===== src/rtl/param_shift_register.sv =====
// Parametrised serial/parallel shift register with hold, shift, rotate and load modes.
// A bit counter flags each completed WIDTH-bit frame with a registered one-cycle pulse.
module param_shift_register #(
   parameter int               WIDTH     = 8,
   parameter bit               MSB_FIRST = 1'b1,
   parameter logic [WIDTH-1:0] RESET_VAL = '0,
   localparam int              CW        = $clog2(WIDTH + 1)
) (
   input  logic             clk,
   input  logic             rst,
   input  logic             en,
   input  logic [1:0]       mode,
   input  logic             sIn,
   input  logic [WIDTH-1:0] pIn,
   output logic             sOut,
   output logic [WIDTH-1:0] pOut,
   output logic [CW-1:0]    bitCount,
   output logic             frameDone
);

   typedef enum logic [1:0] {
      MODE_HOLD   = 2'b00,
      MODE_SHIFT  = 2'b01,
      MODE_ROTATE = 2'b10,
      MODE_LOAD   = 2'b11
   } mode_t;

   localparam logic [CW-1:0] LAST_BIT = CW'(WIDTH - 1);

   generate
      if (WIDTH < 2) begin : g_width_check
         $error("param_shift_register: WIDTH must be at least 2");
      end
   endgenerate

   logic [WIDTH-1:0] shreg;
   logic [WIDTH-1:0] shifted;
   logic [CW-1:0]    count;
   logic             done;
   logic             feed;
   mode_t            op;

   assign op   = mode_t'(mode);
   // Rotate recirculates the bit currently leaving the register.
   assign feed = (op == MODE_ROTATE) ? sOut : sIn;

   generate
      if (MSB_FIRST) begin : g_msb_first
         assign sOut    = shreg[WIDTH-1];
         assign shifted = {shreg[WIDTH-2:0], feed};
      end else begin : g_lsb_first
         assign sOut    = shreg[0];
         assign shifted = {feed, shreg[WIDTH-1:1]};
      end
   endgenerate

   always_ff @(posedge clk or negedge rst) begin
      if (!rst) begin
         shreg <= RESET_VAL;
         count <= '0;
         done  <= 1'b0;
      end else if (en) begin
         case (op)
            MODE_SHIFT, MODE_ROTATE: begin
               shreg <= shifted;
               if (count == LAST_BIT) begin
                  count <= '0;
                  done  <= 1'b1;
               end else begin
                  count <= count + 1'b1;
                  done  <= 1'b0;
               end
            end
            // Load restarts framing and suppresses any pulse due on this edge.
            MODE_LOAD: begin
               shreg <= pIn;
               count <= '0;
               done  <= 1'b0;
            end
            default: begin
               done <= 1'b0;
            end
         endcase
      end else begin
         done <= 1'b0;
      end
   end

   assign pOut      = shreg;
   assign bitCount  = count;
   assign frameDone = done;

endmodule


===== config.mk =====
export PLATFORM = sky130hd
export DESIGN_NAME = param_shift_register
export DESIGN_NICKNAME = d
export VERILOG_FILES = /design/src/rtl/param_shift_register.sv
export SDC_FILE = /design/constraint.sdc
export NUM_CORES = 1
export LEC_CHECK = 0
export ABC_AREA = 1
export CAP_MARGIN = 20
export CORE_UTILIZATION = 45
export CTS_CLUSTER_DIAMETER = 50
export DETAILED_ROUTE_END_ITERATION = 8
export PLACE_DENSITY = 0.82
export SYNTH_ARGS = -nofsm -noshare
export SYNTH_HDL_FRONTEND = slang
export SYNTH_SLANG_ARGS = --single-unit

===== constraint.sdc =====
create_clock -name clk -period 1.78 [get_ports clk]
set_clock_uncertainty 0.1 [all_clocks]
set_input_delay 0.267 -clock clk [delete_from_list [all_inputs] [get_ports clk]]
set_output_delay 0.267 -clock clk [all_outputs]
set_load 0.1 [all_outputs]

==> out/metrics.cfg, run 1 <==
[setup_path]
slowest_stage=clkdlybuf4s50_1
cp_max_fo=9
max_stage_delay_ns=0.48
crit_path_start_kind=primary input
cp.arrival_ns=1.58
required_ns=1.87
path_cells=clkdlybuf4s50_1, inv_1, ha_1, nor2_4, buf_4, o211ai_1, o21ai_0
crit_type=primary input to flop
worstSetupEndpointType=flop

[min_path]
min_path_type=primary input to async pin

[grt]
globalRouteOverflowTotal=0
grt_max_degree=17
grt_pass1_wl_mm=2.61
track_usage=0.196
grt_antenna_before_repair=0
grt_pass1_vias=657

[clocking]
numCtsBuffers=3
cts_setup_buffers=0
cts_buffer_depth=2
post_cts_resized=0
insertion_delay_ns=0.28
cts_tree=built
cts_hold_buf=0
cts.sinks=13
cts-htree-levels=1
cts-root-buf=clkbuf_4
clkTransAtPathRegs_ns=0.08

[synthesis]
netlist_area_um2=718
synth_top_family_by_area=simple AND/OR/NAND/NOR gates
synth_mux_area_frac=0
synth_xor_area_frac=0
ys_seq_area_frac=0.453
syn_avg_cell_area_um2=7.98
yosys.area_share.simple=0.206
yosys_warnings=0
syn_inst=90
ys_ff_latch=13
synth-compound-area-share=0.146
yosys.cell_types.count=13
synthAdderAreaFrac=0.0697
syn_nets=108

[die]
die_area_mm2=0.00176
rows=14
die_w_um=42.0
core_region_area_mm2=0.00151
start_util=0.477
boundaryPins=28
die_h_um=42.0

[route]
drtIter0Drc=11
wl_per_cell_um=11.0
dr.pass1.iters=4
ant_nets=0
via_count=672
drt-total-wl_mm=1.49
drc=0
avgViaCountPerCell=4.98

[sta]
finalHoldViolCount=0
setup_ws_ns=0.291
min_period_ns=1.49
timing.fmax_mhz=672
setup_violations=0
worst_pin_slew_ns=0.565
slew_headroom=0.622
fin_crit_sh=0.837
hold_ws_ns=0.247
rsz0062_at_grt=no
drv_slew=0

[power_and_ir_drop]
p_leak_nw=0.568
worst_ir_drop_vdd_uv=750
power-per-cell-area_mw_per_mm2=1370

[finish]
fillerInstances=116
layout.nets=138
drive_above_1_share=0.193
area_growth_pct=60.8
antenna_cells=0

[place]
pre_cts_slack_ns=-0.00714
routabilityCongestion=0.768
dp_hpwl_mm=1.21
port_buffers=27

[status]
status=completed

[job]
maxCapViolations=0

-- placed cells by master, fill, tap and decap left out, types with 3 or more instances in the layout --
| cell | Yosys | routed |
|---|---|---|
| clkbuf_4 | 0 | 3 |
| buf_12 | 0 | 14 |
| o21ai_0 | 12 | 12 |
| o211ai_1 | 6 | 6 |
| ha_1 | 4 | 4 |
| nand2_1 | 27 | 27 |
| inv_1 | 14 | 14 |
| nor2_1 | 5 | 5 |
| dfrtp_1 | 13 | 11 |
| clkdlybuf4s50_1 | 0 | 13 |
-- state kept, by name, indices dropped and copies added, names as in the netlist --
register / count
bitCount: 4
frameDone: 1
pOut: 8
-- per-layer routing --
layer	wire length, µm	GRT usage	part of all wire	vias to the layer above
li1	-	-	-	341
met1	656	0.241	0.44	310
met2	763	0.319	0.51	17
met3	46	0.0261	0.031	4
met4	24	0.129	0.016	0
met5	0	0	0	-
-- logic make-up after synthesis --
family | after synthesis
compound gates | 18
simple gates | 36
fa+ha+maj | 4
buf+inv | 19
flops | 13
-- cells in the mapped netlist --
master    instances  area share
nand2_1          27        0.14
inv_1            14       0.073
dfrtp_1          13        0.45
o21ai_0          12       0.084
o211ai_1          6       0.063
nor2_1            5       0.026
ha_1              4       0.070
buf_6             2       0.031
inv_2             2       0.010
nand3_1           2       0.014
buf_4             1       0.010
nand4_1           1      0.0087
nor2_4            1       0.016
-- where the power goes --
part,switching (mW),leakage (nW),internal [mW]
clock network,0.0981,0.0150,0.0870
registers,0.0979,0.160,0.359
logic,0.611,0.393,0.330
total,0.807,0.568,0.776
-- worst max-delay path: cells and delay by family --
family,cells,cell delay (ns)
AO/OA/AOI/OAI,2,0.18
buffers and inverters,3,0.71
AND/OR/NAND/NOR,1,0.17
adder cells (fa/ha/maj),1,0.24
-- metrics by stage --
stage                     instances  setup TNS [ns]  instance area, µm²  power [mW]   util
final                           135               0                1150        1.58  0.767
after global routing            135               0                1150        1.65  0.767
after CTS                       135               0                1150        1.59  0.767
after detailed placement        131        -0.00714                1130        1.41  0.749
after global placement          131               0                1130        1.39  0.749
after floorplan                  90               0                 721        1.03      -
-- cell type report --
cell class                      count  area (µm²)  share of cell area
Tap cell                           16        20.0              0.0173
Timing Repair Buffer               28         418               0.362
Multi-Input combinational cell     58         303               0.262
Inverter                           16        60.1              0.0520
Clock buffer                        4        26.3              0.0228
Sequential cell                    13         328               0.284
-- path summary, 6_finish.rpt --
check                       startpoint     endpoint  slack (ns)  cells after the start
min                                rst      pOut[2]        0.25                      1
min reg2reg                    pOut[6]      pOut[6]        0.48                      2
max                            mode[0]      pOut[5]        0.29                      7
max in group asynchronous          rst  bitCount[0]        0.93                      1
min in group clk               pOut[6]      pOut[6]        0.48                      2
max reg2reg                bitCount[0]  bitCount[0]        0.52                      6
(Power assumes the default switching activity.)
==> inputs of run 2 (changes only) <==
CORE_UTILIZATION = 42   (was 45)
PLACE_DENSITY = 0.77   (was 0.82)
clock period = 1.4 ns   (was 1.78 ns; I/O delays follow)
==> run 2 against run 1 <==
Effect of this change:
- critical path depth shrank 1
- largest power group unchanged
- clock power grew 29%
- design area grew 8.6%
- total power grew 31%
- sequential cell count is the same
- global-route usage shrank 1.1 points
- final cell count grew 3.0%
- clock-buffer cell count is the same
- critical path type unchanged
- via count grew 3.6%
- utilization grew 3.8 points
==> out/metrics.cfg, run 2 (synthesis gave the netlist of run 1 again) <==
[power_and_ir_drop]
p_int_mw=1.03  ; was 776 µW
power_frac_comb=0.593  ; was 0.594
power-per-cell-area_mw_per_mm2=1660  ; was 1370 mW/mm²
seq_power_share=0.292  ; was 0.289
p_sw_mw=1.04  ; was 807 µW
p_leak_nw=0.606  ; was 0.568 nW
swShare=0.502  ; was 0.510
power.clock.fraction=0.115  ; was 0.117
worst_ir_drop_vdd_uv=1200  ; was 750 µV

[finish]
area_growth_pct=74.6  ; was 60.8%
layout.nets=142  ; was 138
largest_reg_flops=8  ; unchanged
final_cell_mix=nand2_1, buf_12, inv_1  ; was nand2_1, inv_1, buf_12
antenna_cells=0  ; unchanged
final_common_cell=nand2_1  ; unchanged
stdcell_area_mm2=0.00125  ; was 0.00115 mm²
drive_above_1_share=0.301  ; was 0.193

[setup_path]
path_cells=clkdlybuf4s50_1, inv_2, nor2_4, nand2_1, o21ai_0, o21ai_0  ; was clkdlybuf4s50_1, inv_1, ha_1, nor2_4, buf_4, o211ai_1, o21ai_0
cp.arrival_ns=1.35  ; was 1.58 ns
max_stage_delay_ns=0.54  ; was 0.48 ns
slowest_stage=clkdlybuf4s50_1  ; unchanged
worstSetupEndpointType=flop  ; unchanged
crit_path_start_kind=primary input  ; unchanged
required_ns=1.45  ; was 1.87 ns
cp_max_fo=6  ; was 9
crit_type=primary input to flop  ; unchanged
crit_top_cell=o21ai_0

[route]
ant_nets=0  ; unchanged
dr.pass1.iters=4  ; unchanged
avgViaCountPerCell=5.01  ; was 4.98
drtIter0Drc=10  ; was 11
drt-total-wl_mm=1.62  ; was 1.49 mm
drc=0  ; unchanged
wl_per_cell_um=11.6  ; was 11.0 µm
via_count=696  ; was 672

[clocking]
cts_hold_buf=0  ; unchanged
cts_tree=built  ; unchanged
insertion_delay_ns=0.28  ; about the same
numCtsBuffers=3  ; unchanged
cts.sinks=13  ; unchanged
cts-htree-levels=1  ; unchanged
cts-root-buf=clkbuf_4  ; unchanged
clkTransAtPathRegs_ns=0.09  ; was 0.08 ns
cts_buffer_depth=2  ; unchanged

[die]
die_h_um=43.4  ; was 42.0 µm
boundaryPins=28  ; unchanged
die_w_um=43.4  ; was 42.0 µm
start_util=0.461  ; was 0.477
rows=14  ; unchanged
core_region_area_mm2=0.00156  ; was 0.00151 mm²
die_area_mm2=0.00188  ; was 0.00176 mm²

[sta]
setup_ws_ns=0.0940  ; was 0.291 ns
finalHoldViolCount=0  ; unchanged
hold_ws_ns=0.123  ; was 0.247 ns
slew_headroom=0.862  ; was 0.622
setup_tns_ns=0  ; unchanged
min_period_ns=1.31
setup_violations=0  ; unchanged
timing.fmax_mhz=766
worst_pin_slew_ns=0.207  ; was 0.565 ns
drv_slew=0  ; unchanged
rsz0062_at_grt=no  ; unchanged
fin_crit_sh=0.933

[grt]
grt_pass1_vias=600  ; was 657
grt_max_degree=17  ; unchanged
globalRouteOverflowTotal=0  ; unchanged
grt_pass1_wl_mm=2.53  ; was 2.61 mm
grt_antenna_before_repair=0  ; unchanged
track_usage=0.185  ; was 0.196

[place]
pre_cts_slack_ns=-0.276  ; was -0.00714 ns
port_buffers=27  ; unchanged
dp_hpwl_mm=1.15  ; was 1.21 mm
routabilityCongestion=0.789  ; was 0.768
place_area_mm2=0.00118  ; was 0.00113 mm²

[job]
maxCapViolations=0  ; unchanged

[status]
status=completed  ; unchanged

[min_path]
min_path_type=primary input to async pin  ; unchanged

-- run 2: cell count changes in the layout (fill, tap and decap cells not counted), moves of 2 or more --
cell / delta
dlymetal6s2s_1: +2
dfrtp_1: -7
dfrtp_2: +5
dfrtp_4: +2
clkdlybuf4s50_1: -2
buf_4: +2
ha_1: -2
-- run 2: timing repair --
action                                  4_1_cts  5_1_grt
setup buffers                                 0        1
resized for setup                             0        6
endpoints found under the setup margin        0       12
endpoints found under the hold margin         0        0
-- run 2: per-stage QoR --
| stage | total power [mW] | util | cells |
|---|---|---|---|
| after global placement | 1.82 | 0.758 | 133 |
| after global routing | 2.16 | 0.804 | 139 |
| after CTS | 2.07 | 0.775 | 137 |
| after floorplan | 1.34 | - | 90 |
| final | 2.08 | 0.804 | 139 |
| after detailed placement | 1.83 | 0.758 | 133 |
-- run 2: final timing paths --
path                       cells past startpoint     endpoint  slack (ns)   startpoint
setup / recovery                               6      pOut[0]        0.09           en
hold / removal                                 2      pOut[4]        0.12          rst
setup reg to reg                               6  bitCount[3]        0.12  bitCount[0]
hold reg to reg                                2      pOut[6]        0.49      pOut[6]
max in group asynchronous                      2  bitCount[0]        0.89          rst
min in group clk                               5    frameDone        0.34      mode[1]
-- run 2: final cells by class --
| class | instances | area [µm²] |
|---|---|---|
| Timing Repair Buffer | 32 | 483 |
| Multi-Input combinational cell | 58 | 320 |
| Sequential cell | 13 | 342 |
| Clock buffer | 4 | 26.3 |
| Inverter | 16 | 62.6 |
| Tap cell | 16 | 20.0 |
| Fill cell | 90 | 305 |
-- run 2: routing by layer --
layer,routed length [µm],share of wire,vias to the layer above,track usage
met5,0,0,-,0
met4,34,0.021,0,0.0938
met3,47,0.029,4,0.0375
met2,751,0.46,18,0.282
met1,783,0.48,324,0.249
li1,-,-,350,-
-- run 2: power by group through the flow --
| stage | Clock [mW] | Sequential [mW] | Combinational, mW |
|---|---|---|---|
| after detailed placement | 0 | 0.614 | 1.22 |
| after CTS | 0.239 | 0.607 | 1.22 |
| after global routing | 0.258 | 0.619 | 1.28 |
| after global placement | 0 | 0.608 | 1.21 |
| final | 0.239 | 0.607 | 1.23 |
| after floorplan | 0 | 1.13 | 0.211 |
-- run 2: worst max-delay path, delay by kind of cell --
kind            cells  cell delay, ns
buf+inv             2            0.61
simple gates        2            0.30
compound gates      2            0.22
